==> config.mk <==
export PLATFORM = sky130hd
export DESIGN_NAME = conv2_cu
export DESIGN_NICKNAME = d
export VERILOG_FILES = /design/src/rtl/conv2_cu.sv
export SDC_FILE = /design/constraint.sdc
export NUM_CORES = 1
export LEC_CHECK = 0
export CORE_MARGIN = 1
export CORE_UTILIZATION = 59
export DETAILED_ROUTE_END_ITERATION = 10
export PLACE_DENSITY = 0.95
export SYNTH_ARGS = -nofsm -noshare
export SYNTH_HDL_FRONTEND = slang
export SYNTH_SLANG_ARGS = --single-unit
export TNS_END_PERCENT = 30
==> constraint.sdc <==
create_clock -name clk -period 4.7 [get_ports clk]
set_clock_uncertainty 0.05 [all_clocks]
set_input_delay 0.705 -clock clk [delete_from_list [all_inputs] [get_ports clk]]
set_output_delay 0.705 -clock clk [all_outputs]
set_load 0.01 [all_outputs]
==> src/rtl/conv2_cu.sv <==
// Control unit for the second convolution layer: sequences weight loads, IFM streaming,
// window/MAC enables and output writes per (filter, depth) pass, with bank handshakes.
module conv2_cu #(
  parameter int DATA_WIDTH            = 32,
  parameter int IFM_SIZE              = 14,
  parameter int IFM_DEPTH             = 6,
  parameter int KERNAL_SIZE           = 5,
  parameter int NUMBER_OF_FILTERS     = 16,
  parameter int PIPE_LATENCY          = 4,
  parameter int IFM_SIZE_NEXT         = IFM_SIZE - KERNAL_SIZE + 1,
  parameter int ADDRESS_SIZE_IFM      = $clog2(IFM_SIZE * IFM_SIZE * IFM_DEPTH),
  parameter int ADDRESS_SIZE_WM       =
      $clog2(KERNAL_SIZE * KERNAL_SIZE * IFM_DEPTH * NUMBER_OF_FILTERS),
  parameter int ADDRESS_SIZE_NEXT_IFM = $clog2(IFM_SIZE_NEXT * IFM_SIZE_NEXT)
) (
  input  logic                             clk,
  input  logic                             reset,
  input  logic                             start_from_previous,
  input  logic                             end_from_next,
  output logic                             end_to_previous,
  output logic                             ifm_sel_current,
  output logic                             ifm_enable_read_current,
  output logic [ADDRESS_SIZE_IFM-1:0]      ifm_address_read_current,
  output logic                             wm_enable_read,
  output logic [ADDRESS_SIZE_WM-1:0]       wm_address_read,
  output logic                             fifo_enable,
  output logic                             conv_enable,
  output logic                             ofm_accumulate,
  output logic                             ifm_enable_write_next,
  output logic [ADDRESS_SIZE_NEXT_IFM-1:0] ifm_address_write_next,
  output logic                             start_to_next,
  output logic                             ifm_sel_next
);

  localparam int K2       = KERNAL_SIZE * KERNAL_SIZE;
  localparam int S2       = IFM_SIZE * IFM_SIZE;
  localparam int N2       = IFM_SIZE_NEXT * IFM_SIZE_NEXT;
  localparam int DrainLen = PIPE_LATENCY + 2;
  localparam int CntMax   = (S2 > DrainLen) ? S2 : DrainLen;
  localparam int CW       = (CntMax > 1) ? $clog2(CntMax) : 1;
  localparam int DW       = (IFM_DEPTH > 1) ? $clog2(IFM_DEPTH) : 1;
  localparam int FW       = (NUMBER_OF_FILTERS > 1) ? $clog2(NUMBER_OF_FILTERS) : 1;
  localparam int RW       = (IFM_SIZE > 1) ? $clog2(IFM_SIZE) : 1;
  localparam int IW       = ADDRESS_SIZE_IFM;
  localparam int WW       = ADDRESS_SIZE_WM;
  localparam int NW       = ADDRESS_SIZE_NEXT_IFM;

  localparam logic [CW-1:0] LoadLast  = CW'(K2 - 1);
  localparam logic [CW-1:0] ReadLast  = CW'(S2 - 1);
  localparam logic [CW-1:0] DrainLast = CW'(DrainLen - 1);
  localparam logic [DW-1:0] DepthLast = DW'(IFM_DEPTH - 1);
  localparam logic [FW-1:0] FiltLast  = FW'(NUMBER_OF_FILTERS - 1);
  localparam logic [RW-1:0] PixLast   = RW'(IFM_SIZE - 1);
  localparam logic [RW-1:0] WinFirst  = RW'(KERNAL_SIZE - 1);
  localparam logic [NW-1:0] WrLast    = NW'(N2 - 1);

  if (DATA_WIDTH < 1 || KERNAL_SIZE > IFM_SIZE || PIPE_LATENCY < 1) begin : g_bad_params
    $error("conv2_cu: invalid parameter set");
  end

  typedef enum logic [2:0] {StIdle, StLoadW, StRead, StDrain, StWaitNext, StFinish} state_e;

  state_e                  state_q, state_d;
  logic [CW-1:0]           cnt_q, cnt_d;
  logic [DW-1:0]           d_q, d_d;
  logic [FW-1:0]           f_q, f_d;
  logic [WW-1:0]           wm_addr_q, wm_addr_d;
  logic [IW-1:0]           ifm_addr_q, ifm_addr_d;
  logic                    sel_cur_q, sel_cur_d;
  logic                    sel_next_q, sel_next_d;
  logic                    fifo_q, conv_q;
  logic [RW-1:0]           row_q, col_q;
  logic [PIPE_LATENCY-1:0] pipe_q;
  logic [PIPE_LATENCY:0]   pipe_ext;
  logic [NW-1:0]           wr_addr_q;

  always_comb begin
    state_d       = state_q;
    cnt_d         = cnt_q;
    d_d           = d_q;
    f_d           = f_q;
    wm_addr_d     = wm_addr_q;
    ifm_addr_d    = ifm_addr_q;
    sel_cur_d     = sel_cur_q;
    sel_next_d    = sel_next_q;
    start_to_next = 1'b0;
    case (state_q)
      StIdle, StFinish: begin
        if (start_from_previous) begin
          state_d    = StLoadW;
          cnt_d      = '0;
          d_d        = '0;
          f_d        = '0;
          wm_addr_d  = '0;
          ifm_addr_d = '0;
        end
      end
      StLoadW: begin
        if (cnt_q == LoadLast) begin
          state_d = StRead;
          cnt_d   = '0;
        end else begin
          cnt_d     = cnt_q + CW'(1);
          wm_addr_d = wm_addr_q + WW'(1);
        end
      end
      StRead: begin
        if (cnt_q == ReadLast) begin
          state_d = StDrain;
          cnt_d   = '0;
        end else begin
          cnt_d      = cnt_q + CW'(1);
          ifm_addr_d = ifm_addr_q + IW'(1);
        end
      end
      StDrain: begin
        if (cnt_q == DrainLast) begin
          cnt_d = '0;
          // Weight and IFM addresses run on contiguously into the next depth slice.
          if (d_q != DepthLast) begin
            state_d    = StLoadW;
            d_d        = d_q + DW'(1);
            wm_addr_d  = wm_addr_q + WW'(1);
            ifm_addr_d = ifm_addr_q + IW'(1);
          end else begin
            state_d    = StWaitNext;
            d_d        = '0;
            ifm_addr_d = '0;
          end
        end else begin
          cnt_d = cnt_q + CW'(1);
        end
      end
      StWaitNext: begin
        if (end_from_next) begin
          start_to_next = 1'b1;
          sel_next_d    = ~sel_next_q;
          if (f_q != FiltLast) begin
            state_d   = StLoadW;
            f_d       = f_q + FW'(1);
            wm_addr_d = wm_addr_q + WW'(1);
          end else begin
            state_d   = StFinish;
            sel_cur_d = ~sel_cur_q;
          end
        end
      end
      default: state_d = StIdle;
    endcase
  end

  assign pipe_ext = {pipe_q, conv_q};

  always_ff @(posedge clk) begin
    if (!reset) begin
      state_q    <= StIdle;
      cnt_q      <= '0;
      d_q        <= '0;
      f_q        <= '0;
      wm_addr_q  <= '0;
      ifm_addr_q <= '0;
      sel_cur_q  <= 1'b0;
      sel_next_q <= 1'b0;
      fifo_q     <= 1'b0;
      conv_q     <= 1'b0;
      row_q      <= '0;
      col_q      <= '0;
      pipe_q     <= '0;
      wr_addr_q  <= '0;
    end else begin
      state_q    <= state_d;
      cnt_q      <= cnt_d;
      d_q        <= d_d;
      f_q        <= f_d;
      wm_addr_q  <= wm_addr_d;
      ifm_addr_q <= ifm_addr_d;
      sel_cur_q  <= sel_cur_d;
      sel_next_q <= sel_next_d;
      fifo_q     <= (state_q == StRead);
      // row/col index the pixel being pushed this cycle; a full window ends at it.
      conv_q     <= fifo_q && (row_q >= WinFirst) && (col_q >= WinFirst);
      if (fifo_q) begin
        if (col_q == PixLast) begin
          col_q <= '0;
          row_q <= (row_q == PixLast) ? '0 : row_q + RW'(1);
        end else begin
          col_q <= col_q + RW'(1);
        end
      end
      pipe_q <= pipe_ext[PIPE_LATENCY-1:0];
      if (pipe_q[PIPE_LATENCY-1]) begin
        wr_addr_q <= (wr_addr_q == WrLast) ? '0 : wr_addr_q + NW'(1);
      end
    end
  end

  assign end_to_previous          = (state_q == StIdle) || (state_q == StFinish);
  assign ifm_sel_current          = sel_cur_q;
  assign ifm_enable_read_current  = (state_q == StRead);
  assign ifm_address_read_current = ifm_addr_q;
  assign wm_enable_read           = (state_q == StLoadW);
  assign wm_address_read          = wm_addr_q;
  assign fifo_enable              = fifo_q;
  assign conv_enable              = conv_q;
  assign ifm_enable_write_next    = pipe_q[PIPE_LATENCY-1];
  assign ofm_accumulate           = pipe_q[PIPE_LATENCY-1] && (d_q != '0);
  assign ifm_address_write_next   = wr_addr_q;
  assign ifm_sel_next             = sel_next_q;

endmodule

Word-level counts from Yosys, hierarchy flattened
Cells that the tools add are included.

Memory bits (read-only): 0. Bits in writable memories: 0. Register bits: 64. Logic and storage cells: 108. Bits of input ports: 4. Output and inout bits: 40. Bits in latches: 0. Memories: 0.

Add/sub/neg operators: 8. $lt $le $gt $ge: 2. Div/mod/pow operators: 0. Bitwise operators: 3. Mux-type cells: 38. Shift-type cells: 0. Reduce and logical (&&, ||, !) cells: 21. Eq/ne operators: 22. Multipliers: 0.

Operator list (number): 12-bit 2-to-1 mux (6); 12-bit case mux with 4 select lines (1); 11-bit 2-to-1 mux (4); 11-bit case mux with 3 select lines (1); 8-bit 2-to-1 mux (4); 8-bit case mux with 4 select lines (1); 3-bit 2-to-1 mux (10); 4-bit 2-to-1 mux (5); 3-bit case mux with 5 select lines (1); 2-bit inequality test (second input constant) (7); 12-bit by 1-bit adder with 12-bit output (second input constant) (1); 4-bit by 1-bit adder with 4-bit output (second input constant) (3); 11-bit by 1-bit adder with 11-bit output (second input constant) (1); 8-bit by 1-bit adder with 8-bit output (second input constant) (1); 4-bit equality test (second input constant) (2); 8-bit by 3-bit equality test with 1-bit output (second input constant) (1); 8-bit by 5-bit equality test with 1-bit output (second input constant) (1); 8-bit equality test (second input constant) (1); 4-bit by 3-bit >= comparator with 1-bit output (second input constant) (2); 4-bit case mux with 2 select lines (1); 4-bit AND reduction (2); 4-bit nonzero test (2); 7-bit by 1-bit adder with 7-bit output (second input constant) (1); 7-bit equality test (second input constant) (1); other kinds (21) (34).

Depth between registers and ports, before layout
Depth after elaboration: 4. Gate-level depth with buffers: 8. Depth with buffers taken out: 6.

Least setup slack after synthesis
No wires, ideal clock.

Path kind: input to register. Start point: input end_from_next. End point: register wm_addr_q[4] (netlist: wm_address_read[4]). Required time: 4.580 ns. Stages on the path: 6. Library setup time: 0.070 ns. Path slack: 2.697 ns. Buffers on the path: 1. Arrival time: 1.883 ns. Cell sequence: nand4bb_1 -> o21ai_1 -> o32ai_2 -> buf_2 -> or4_1 -> a21oi_1.

Longest elaborated chain between the ends: 2.

Ends and longest elaborated chain: start: declaration (line 19) `input logic end_from_next,`; 2-bit inequality test (no source line); 7-bit AND reduction (no source line); end signal: assignment (line 175) `wm_addr_q <= wm_addr_d;`; end: declaration (line 67) `logic [WW-1:0] wm_addr_q, wm_addr_d;`.

Every way passes these cells. A chain may end at the register's enable or synchronous reset.

Worst setup path in the final report
Start point: register state_q[1]. End point: output ifm_enable_read_current.

Longest elaborated chain between the ends: 1.

Ends and longest elaborated chain: start: declaration (line 63) `state_e state_q, state_d;`; start signal: assignment (line 156) `state_q <= StIdle;`; start signal: assignment (line 171) `state_q <= state_d;`; 3-bit by 2-bit equality test with 1-bit output (line 199) `assign ifm_enable_read_current = (state_q == StRead);`; end: declaration (line 22) `output logic ifm_enable_read_current,`.

Every way passes these cells.

==> summary.txt <==
CTS
  – Worst-path clk slew: 0.07 ns
  – Post_cts resized: 0
  – Num CTS Buffers: 9
  – Root Driver: clkbuf_8
  – Hold-fix buffers, CTS: 0
  – CTS H-tree depth: 3
  – Setup Fix Bufs, Post-CTS: 0
  – Clock latency on the worst-skew pair: 0.35 ns
  – CTS Sinks: 64
  – Clock Path Buffers: 2
  – CTS tree: yes

Placement
  – HPWL Detailed: 4910 um
  – Port bufs: 43
  – Place WS: 1.62 ns
  – Dpl cells: 482
  – Gpl congestion: 0.840

Floorplan
  – IO Count: 44
  – Die area: 5930 um^2
  – Width of the chip: 77.0 um
  – Core Box Area: 5270 um^2
  – Initial Util: 0.630
  – Row cnt: 26
  – Die H: 77.0 um

Layout
  – Final #Nets: 434
  – Final antenna diode count: 0
  – Layout cell share with drive strength beyond 1: 0.0584
  – Area grow syn2layout: 19.3%
  – Layout fillers: 396
  – Non-filler cells, final: 498

Critical path
  – Setup crit end kind: primary output
  – Reg2reg end: ifm_address_read_current[8]
  – CP Class: flop to primary output
  – FF-to-FF path depth: 5
  – RR Startpoint: state_q[2]
  – Data required time of the worst path: 3.94 ns
  – Critical-path maximum fanout: 23
  – Crit path DAT: 2.14 ns
  – Setup slack, reg-to-reg: 1.98 ns
  – Setup crit start kind: flop

Detailed routing
  – Vias per cell: 6.21
  – Drt total wl: 7360 um
  – 1st-iter DRT viols: 205
  – Drt first pass iters: 7
  – DRC Markers: 0
  – Via count: 3095
  – Average wire per cell in the routed design: 14.8 um
  – Antenna viol nets, final: 0

Synth
  – FF+latch count, synth: 64
  – Post-synth top area cell: dfxtp_1
  – Top cell type's share of synthesized area: 0.386
  – Avg Inst Size Synth: 8.60 um^2
  – Synth cell types: 61
  – Top cells by area, synth: dfxtp_1 39%, a21oi_1 4.8%, nor2_1 3.5%, nand3_1 3.2%, nand2_1 2.7%
  – Number of synthesized flops with an enable pin: 0
  – Net Count, Synth: 397
  – Mapped cell area: 3320 um^2
  – Post-synthesis sequential area ratio: 0.386
  – Synth warn: 0
  – Fraction of registers with async set/reset: 0
  – Syn Inst Count: 386
  – Top FF cell, synth: dfxtp_1

Global route
  – Vias in the first global route: 2757
  – Initial antenna violation count: 0
  – Largest net degree at the start of global routing: 35
  – Global Route Usage Sum: 0.259
  – First-pass GRT wire length: 12300 um
  – GRT overflow: 0

Min path
  – Hold Crit Depth: 1
  – Tightest Hold Check Type: flop to flop
  – WHS Endpoint: pipe_q[3]
  – Beginning of the worst hold path: pipe_q[2]

Pwr
  – Static Leakage: 1.31 nW
  – VDD IR max: 0.343 mV
  – PwrDens: 441 nW/um^2

STA
  – Fmax achieved: 346 MHz
  – Setup TNS: 0 ns
  – Max-slew violations: 0
  – Least-Margin Pin Slew: 1.17 ns
  – Final Hold Fails: 0
  – Final Cycle Share: 0.615
  – RSZ-0062 raised after global routing: no
  – WHS: 0.392 ns
  – Tmin final: 2.89 ns
  – Setup violators final: 0
  – Final setup margin: 1.81 ns
  – Rel. slew slack: 0.221

Job
  – Max-cap violations: 0

Outcome
  – Outcome: finished clean
## layout make-up
cell class                 instances  area (um^2)  share of cell area
multi-input combinational        293         1900               0.481
sequential                        64         1280               0.324
timing repair buffer              44          438               0.111
inverter                          11         41.3              0.0104
clock inverter                     4         52.6              0.0133
tap                               70         87.6              0.0221
clock buffer                      12          155              0.0392
## metal layers
metal	vias to the layer above	track usage	wire length (um)
met2	102	0.433	3660
met4	0	0.138	173
met1	1467	0.310	3160
met3	18	0.0560	368
li1	1508	-	-
met5	-	0	0
## worst max-delay path, stage by stage, from the launching register on
cell and delay (ns):
dfxtp_1 0.78, and3_1 0.42, clkdlybuf4s50_1 0.59
## synth_stat cells (all sizes together), types with 10 or more instances
master,n
o21ai,16
and2,11
or4,12
a21oi,32
nor2,31
xnor2,10
nand4,13
nand2,24
dfxtp,64
inv,11
o31ai,13
nand3,21
## cells by family after synthesis
group	after synthesis	synth area share
compound gates	92	0.185
xor+xnor	19	0.0501
fa+ha+maj	7	0.0264
buf+inv	29	0.0407
flops	64	0.386
mux	6	0.0185
simple gates	169	0.294
## where the power goes
part | switching [mW] | internal [mW]
registers | 0.0811 | 0.577
logic | 0.370 | 0.227
clock network | 0.218 | 0.274
total | 0.670 | 1.08
## how the worst max path moves through the flow
stage	from	to	slack [ns]	cells past startpoint
3_3_place_gp	start_from_previous	ifm_address_read_current[6]	1.75	6
3_5_place_dp	start_from_previous	ifm_address_read_current[8]	1.62	6
5_1_grt	state_q[2]	ifm_address_read_current[8]	1.70	5
4_1_cts	end_from_next	start_to_next	1.84	4
6_report	state_q[1]	ifm_enable_read_current	1.81	2
2_1_floorplan	end_from_next	wm_address_read[4]	2.70	6
## cells in the final DEF (no fill, tap or decap), types with 6 or more instances in the layout
master	instances
xnor2_1	10
o31ai_1	12
or3_1	6
o21ai_0	9
inv_1	10
nor3_1	6
and2_1	11
nand2_1	24
or4_1	12
clkdlybuf4s50_1	43
xor2_1	9
nand4_1	13
nor2_1	31
o21ai_1	7
ha_1	7
dfxtp_1	64
nand3_1	21
clkbuf_8	11
a21oi_1	32
nor4_1	8
## registers in the layout, indices dropped and copies added, names as in the netlist
register                  count
ifm_address_write_next        7
conv_enable                   1
fifo_enable                   1
row_q                         4
state_q                       3
d_q                           3
col_q                         4
pipe_q                        4
f_q                           4
ifm_sel_current               1
wm_address_read              12
cnt_q                         8
ifm_sel_next                  1
ifm_address_read_current     11
## through the flow
stage / total power [mW] / instance area [um^2] / utilization
after floorplan: 1.11 / 3320 / -
after global routing: 1.86 / 3960 / 0.751
final: 1.75 / 3960 / 0.751
after global placement: 1.23 / 3750 / 0.712
after detailed placement: 1.25 / 3750 / 0.712
after CTS: 1.74 / 3960 / 0.751
Note: power is estimated with default switching activity, not from simulation.
